## src/rtl/bitcoin_block_builder.sv

```systemverilog
// Fetches a 19-word block header, then feeds chunk 1 once and chunk 2 once per nonce to a
// downstream compression stage over a blk_start/blk_done handshake; NONCE_BYTESWAP_EN byte-reverses w3.
module bitcoin_block_builder (
  input  logic         clk,
  input  logic         reset,
  input  logic         start,
  input  logic [15:0]  header_addr,
  input  logic [31:0]  nonce_base,
  input  logic [15:0]  nonce_count,
  output logic [15:0]  mem_addr,
  output logic         mem_re,
  input  logic [31:0]  mem_rdata,
  output logic         blk_start,
  input  logic         blk_done,
  output logic         blk_phase,
  output logic [511:0] block,
  output logic [31:0]  nonce,
  output logic         busy,
  output logic         done
);

  localparam logic [4:0] HDR_WORDS = 5'd19;

  typedef enum logic [2:0] {
    IDLE  = 3'd0,
    FETCH = 3'd1,
    BLK0  = 3'd2,
    ACK0  = 3'd3,
    BLK1  = 3'd4,
    ACK1  = 3'd5,
    FIN   = 3'd6
  } state_t;

  state_t            state_q, state_d;
  logic [15:0]       addr_q, addr_d;
  logic [4:0]        cnt_q, cnt_d;
  logic [15:0]       rem_q, rem_d;
  logic [31:0]       nonce_q, nonce_d;
  logic              done_q, done_d;
  logic [18:0][31:0] hdr_q, hdr_d;
  logic [31:0]       nonce_word;

  always_ff @(posedge clk or posedge reset) begin
    if (reset) begin
      state_q <= IDLE;
      addr_q  <= '0;
      cnt_q   <= '0;
      rem_q   <= '0;
      nonce_q <= '0;
      done_q  <= 1'b0;
      hdr_q   <= '0;
    end else begin
      state_q <= state_d;
      addr_q  <= addr_d;
      cnt_q   <= cnt_d;
      rem_q   <= rem_d;
      nonce_q <= nonce_d;
      done_q  <= done_d;
      hdr_q   <= hdr_d;
    end
  end

  always_comb begin
    state_d = state_q;
    addr_d  = addr_q;
    cnt_d   = cnt_q;
    rem_d   = rem_q;
    nonce_d = nonce_q;
    hdr_d   = hdr_q;
    done_d  = 1'b0;
    case (state_q)
      IDLE: begin
        if (start) begin
          if (nonce_count == 16'd0) begin
            state_d = FIN;
          end else begin
            addr_d  = header_addr;
            nonce_d = nonce_base;
            rem_d   = nonce_count;
            cnt_d   = '0;
            state_d = FETCH;
          end
        end
      end
      FETCH: begin
        // Read data lags its strobe by one cycle, so word cnt-1 lands now.
        if (cnt_q != 5'd0) begin
          hdr_d[cnt_q - 5'd1] = mem_rdata;
        end
        if (cnt_q == HDR_WORDS) begin
          cnt_d   = '0;
          state_d = BLK0;
        end else begin
          cnt_d = cnt_q + 5'd1;
        end
      end
      BLK0: begin
        if (blk_done) state_d = ACK0;
      end
      ACK0: begin
        if (!blk_done) state_d = BLK1;
      end
      BLK1: begin
        if (blk_done) state_d = ACK1;
      end
      ACK1: begin
        if (!blk_done) begin
          rem_d   = rem_q - 16'd1;
          nonce_d = nonce_q + 32'd1;
          state_d = (rem_q == 16'd1) ? FIN : BLK1;
        end
      end
      FIN: begin
        done_d  = 1'b1;
        state_d = IDLE;
      end
      default: state_d = IDLE;
    endcase
  end

  always_comb begin
`ifdef NONCE_BYTESWAP_EN
    nonce_word = {nonce_q[7:0], nonce_q[15:8], nonce_q[23:16], nonce_q[31:24]};
`else
    nonce_word = nonce_q;
`endif
    mem_re    = (state_q == FETCH) && (cnt_q < HDR_WORDS);
    mem_addr  = mem_re ? (addr_q + {11'd0, cnt_q}) : 16'd0;
    blk_start = (state_q == BLK0) || (state_q == BLK1);
    blk_phase = (state_q == BLK1) || (state_q == ACK1);
    busy      = (state_q != IDLE);
    done      = done_q;
    nonce     = nonce_q;
    // Outputs derive only from registers that are frozen while blk_start is high.
    if (blk_phase) begin
      block            = '0;
      block[95:0]      = {hdr_q[18], hdr_q[17], hdr_q[16]};
      block[127:96]    = nonce_word;
      block[159:128]   = 32'h8000_0000;
      block[511:480]   = 32'h0000_0280;
    end else begin
      block = hdr_q[15:0];
    end
  end

endmodule

```

## config.mk

```make
export PLATFORM = sky130hd
export DESIGN_NAME = bitcoin_block_builder
export DESIGN_NICKNAME = d
export VERILOG_FILES = /design/src/rtl/bitcoin_block_builder.sv
export SDC_FILE = /design/constraint.sdc
export NUM_CORES = 2
export LEC_CHECK = 0
export BUFFER_PORTS_ARGS = -buffer_cell sky130_fd_sc_hd__buf_2
export CORE_MARGIN = 2
export CORE_UTILIZATION = 50
export DETAILED_ROUTE_END_ITERATION = 7
export GPL_TIMING_DRIVEN = 1
export PLACE_DENSITY = 0.8
export SYNTH_ARGS = -nofsm -noshare
export SYNTH_HDL_FRONTEND = slang
export SYNTH_SLANG_ARGS = --single-unit
```

## constraint.sdc

```tcl
create_clock -name clk -period 28.5 [get_ports clk]
set_clock_uncertainty 0.15 [all_clocks]
set_input_delay 4.275 -clock clk [delete_from_list [all_inputs] [get_ports clk]]
set_output_delay 4.275 -clock clk [all_outputs]
set_load 0.01 [all_outputs]
```

[Word level (Yosys, flattened, before mapping)]
Index checks and enable logic that the tools add are counted.
Word-level totals
  register bits after elaboration: 681
  output and inout bits: 565
  input port bits: 100
  word-level logic and storage cells: 91
Cells by class
  equality and inequality tests: 15
  mux-type cells: 27
  bitwise operators: 1
  order comparisons: 3
  add/subtract/negate cells: 5
  reduce and logical (&&, ||, !) cells: 15
Operators by type and width (number)
  $bwmux 608: 1
  $mux 512: 1
  $demux 32 s5: 1
  $mux 32: 4
  $mux 16: 4
  $pmux 32 s2: 1
  $add 32x1->32 const B: 1
  $pmux 16 s2: 1
  $mux 3: 7
  $pmux 3 s6: 1
  $add 16x5->16: 1
  $eq 16x1->1 const B: 1
  $logic_not 16->1: 1
  $sub 16x1->16 const B: 1
  $mux 5: 3
  $ne 2x2->1 const B: 7
  $pmux 5 s2: 1
  $eq 3x3->1 const B: 3
  $eq 3x2->1 const B: 2
  $lt 5x6->1 const B: 1
  $reduce_and 3->1: 2
  $reduce_and 6->1: 1
  $add 5x1->5 const B: 1
  $eq 5x5->1 const B: 1
  other kinds (15): 18

[Logic depth before layout (Yosys ltp)]
  depth after elaboration: 6
  mapped depth: 9
  gate-level depth less buffers: 8

[Worst setup path before layout]
No wires, ideal clock.
  path kind: reg2out
  start point: register cnt_q[0]
  end point: output mem_addr[10]
  arrival time: 2.073 ns
  stages on the path, launching flop included: 9
  buffers on the path: 0
  required time: 24.075 ns
  path slack: 22.002 ns
  cell sequence: dfrtp_1 -> ha_1 -> inv_1 -> fa_1 -> nor2b_1 -> o21a_1 -> o21ai_1 -> a2111o_1 -> o21ai_0
On the way
  word-level cells in the longest chain between the ends: 3
RTL lines
  start, declared: RTL line 36  | logic [4:0] cnt_q, cnt_d;
  start signal, assigned: RTL line 55  | cnt_q <= cnt_d;
  branches (longest 2 deep; another with $add 16x5->16)
  $mux 16 *: RTL line 128  | mem_addr = mem_re ? (addr_q + {11'd0, cnt_q}) : 16'd0;
  end, declared: RTL line 10  | output logic [15:0] mem_addr,
Every way passes the cells marked *.

[Final worst setup path]
  start point: register state_q[1]
  end point: output block[52]
On the way
  word-level cells in the longest chain between the ends: 3
RTL lines
  start, declared: RTL line 34  | state_t state_q, state_d;
  start signal, assigned: RTL line 53  | state_q <= state_d;
  $eq 3x3->1: RTL line 130  | blk_phase = (state_q == BLK1) || (state_q == ACK1);
  $logic_or 1x1->1 *: RTL line 130
  $mux 512 *: RTL line 135  | if (blk_phase) begin
  end, declared: RTL line 16  | output logic [511:0] block,
Every way passes the cells marked *; elsewhere a longest branch is shown, timed or not.

==> results.cfg <==
[run_status]
status = finished, final reports clean

[critical_path]
cp.required_ns = 24.08
start_kind = flip-flop
arrival_ns = 3.86
end_kind = output pin
path_class = reg -> out
cp_max_fo = 97

[cells_and_area]
fin_nets = 3462
postLayoutCellArea_um2 = 38000
final_cells = 4248
seqCellArea_um2 = 17000
fill_cells = 5042
drive_gt1_share_pct = 41.4
area_growth_pct = 19.7
multi_input_area_um2 = 13800

[logic_synthesis]
syn_inst = 2812
netlist-cell-type-count = 70
synth_edf_count = 0
synthXorXnorAreaFrac_pct = 0.0276
ys_warn_count = 0
async_flop_share_pct = 100
synth_compound_area_share_pct = 4.32
muxShareOfSynthArea_pct = 21.7
yosysSeqAreaShare_pct = 53.7
syn_nets = 2927
synthSimpleGateAreaFrac_pct = 16.3
syn_area_um2 = 31700
synth-seq-cells = 681
synthAdderAreaFrac_pct = 0.615
synth_area_per_cell_um2 = 11.3
synth_top_family_by_area = multiplexers
ys.flop_type = dfrtp_1

[power_and_ir_drop]
internal-power_mw = 2.19
sw_frac_of_total_pct = 34.7
p_per_area_nw_per_um2 = 88.4
p_sw_mw = 1.16
vdd_drop_max_mv = 0.0536
power_mw = 3.36
power_frac_clock_pct = 29.3
p_leak_nw = 19.9
pwr-share-comb_pct = 30.3
seq_power_share_pct = 40.4

[run]
maxCapViolCount = 0

[floorplan]
ios = 665
initial_core_util_pct = 50.4
die_x_um = 256
placementRows = 92
die_h_um = 256
core_um2 = 63000
dieArea_um2 = 65500

[cts]
htreeDepth = 3
cts_resized = 0
clock-sinks = 681
clkTransAtPathRegs_ns = 0.06
hold_buffers = 0
cts_setup_buffers = 0
cts_buffers = 73
tritoncts = done
cts.path.max_buffers = 3
root_buffer = clkbuf_16
clk_latency_ns = 0.63

[detailed_routing]
vias = 23851
wl_per_cell_um = 22.5
ant_nets = 0
drc_errors = 0
totalWireLength_um = 95500
initialDrtViolationCount = 1867
drtPass1Iterations = 7
vias_per_cell = 5.61

[grt]
grt_pass1_wl_um = 145000
grt_max_degree = 261
antenna_found_initial = 8
grt_use_total_pct = 28.8
grt_overflow = 0
grt_pass1_vias = 23786

[place]
dp_hpwl_um = 63400
gp_congestion = 0.952
placed_cells = 4118
pre_cts_slack_ns = 20.96
place_area_um2 = 35500
port_buffers = 664

[timing]
period_needed_ns = 8.28
slew_violations = 0
tns_ns = 0
worstMarginPinSlew_ns = 1.41
setup_viol = 0
fin_crit_sh_pct = 29.1
fmax_mhz = 121
fin_ws_ns = 20.22
relSlewSlack_pct = 5.81
rsz0062_at_grt = no
hold_viol = 0

[min_path]
min-delay-path-class = reg -> reg
final cells by class:
| class | count | share of cell area (%) |
|---|---|---|
| Sequential cell | 681 | 44.9 |
| Multi-Input combinational cell | 1882 | 36.2 |
| Timing Repair Buffer | 691 | 9.32 |
| Clock buffer | 98 | 5.32 |
| Tap cell | 846 | 2.79 |
| Clock inverter | 25 | 1.24 |
| Inverter | 18 | 0.204 |
| Antenna cell | 7 | 0.0461 |
metrics by stage:
step	hold slack (ns)	utilization, %
3_3_place_gp	0.309	56.3
3_5_place_dp	0.317	56.3
5_1_grt	0.337	60.3
6_report	0.325	60.3
4_1_cts	0.330	60.3
2_1_floorplan	0.299	-
final timing paths:
| path | start | slack, ns | depth (start not counted) | endpoint |
|---|---|---|---|---|
| setup reg to reg | state_q[2]$_DFFE_PP0P_ | 24.52 | 7 | rem_q[13]$_DFFE_PP0P_ |
| setup / recovery | state_q[1]$_DFFE_PP0P_ | 20.22 | 6 | block[52] |
| max in group asynchronous | reset | 22.08 | 4 | hdr_q[272]$_DFFE_PP0P_ |
| min in group asynchronous | reset | 3.71 | 2 | hdr_q[185]$_DFFE_PP0P_ |
| hold reg to reg | hdr_q[300]$_DFFE_PP0P_ | 0.33 | 1 | hdr_q[300]$_DFFE_PP0P_ |
| hold / removal | hdr_q[300]$_DFFE_PP0P_ | 0.33 | 1 | hdr_q[300]$_DFFE_PP0P_ |
synth_stat cells, types with 10 or more instances:
| library cell | instances | area (um2) |
|---|---|---|
| buf_2 | 54 | 270 |
| a2bb2oi_1 | 13 | 114 |
| nand4_1 | 10 | 62.6 |
| mux2_2 | 572 | 6440 |
| and2_1 | 382 | 2390 |
| mux2_1 | 38 | 428 |
| nor3_1 | 17 | 85.1 |
| clkbuf_1 | 130 | 488 |
| o22ai_1 | 13 | 81.3 |
| dfrtp_1 | 681 | 17000 |
| nor2_2 | 12 | 75.1 |
| nand3_1 | 35 | 175 |
| a21oi_1 | 57 | 285 |
| buf_1 | 35 | 131 |
| ha_1 | 14 | 175 |
| inv_1 | 17 | 63.8 |
| buf_4 | 12 | 90.1 |
| nand2_1 | 479 | 1800 |
| o21ai_0 | 60 | 300 |
| nor4_1 | 13 | 81.3 |
| nor2_1 | 46 | 173 |
layer usage:
layer	GRT usage [%]	part of all wire [%]
met1	37.1	40
met2	45.6	47
met3	5.24	6.2
met4	17.3	6.4
met5	0	0
layout by cell type, fill, tap and decap left out, types with 5 or more instances in the layout:
cell type | synthesis | layout
dfrtp_1 | 681 | 681
buf_2 | 54 | 664
mux2_2 | 572 | 572
nand2_1 | 479 | 479
and2_1 | 382 | 382
clkbuf_16 | 0 | 73
o21ai_0 | 60 | 60
a21oi_1 | 57 | 57
nor2_1 | 46 | 44
mux2_1 | 38 | 38
nand3_1 | 35 | 32
buf_4 | 12 | 26
nor3_1 | 17 | 17
inv_1 | 17 | 15
clkbuf_1 | 130 | 15
nor2_4 | 0 | 14
ha_1 | 14 | 14
nor4_1 | 13 | 13
o22ai_1 | 13 | 13
a2bb2oi_1 | 13 | 13
nand4_1 | 10 | 10
clkbuf_8 | 0 | 10
or3_1 | 9 | 9
clkinv_2 | 0 | 9
bufinv_16 | 0 | 8
diode_2 | 0 | 7
a31oi_1 | 7 | 7
o31ai_1 | 7 | 7
nor2b_1 | 6 | 6
nand2b_1 | 7 | 6
and3_1 | 5 | 5
a22oi_1 | 5 | 5
sequential cells by signal (all words and copies together) (netlist names):
register,count
hdr_q,608
addr_q,16
nonce,32
state_q,3
done,1
cnt_q,5
rem_q,16
critical path, cell delays in order (launching register included):
cell	delay, ns
dfrtp_1	0.57
nand2b_4	0.63
buf_4	0.72
buf_4	0.75
nand2_1	0.18
nand2_1	0.13
buf_2	0.13
power by group through the flow:
stage          clock (mW)  combinational (mW)  sequential, mW
3_3_place_gp            0               0.988            1.36
5_1_grt              1.03                1.10            1.38
6_report            0.984                1.02            1.36
2_1_floorplan           0               0.647            1.31
4_1_cts             0.999                1.01            1.35
3_5_place_dp            0                1.01            1.36
cell families after synthesis:
group | Yosys count
multiplexers | 613
adder cells (fa/ha/maj) | 15
buffers and inverters | 249
XOR/XNOR | 1
flip-flops | 681
AO/OA/AOI/OAI | 212
AND/OR/NAND/NOR | 1041
Note: power is estimated with default switching activity, not from simulation.
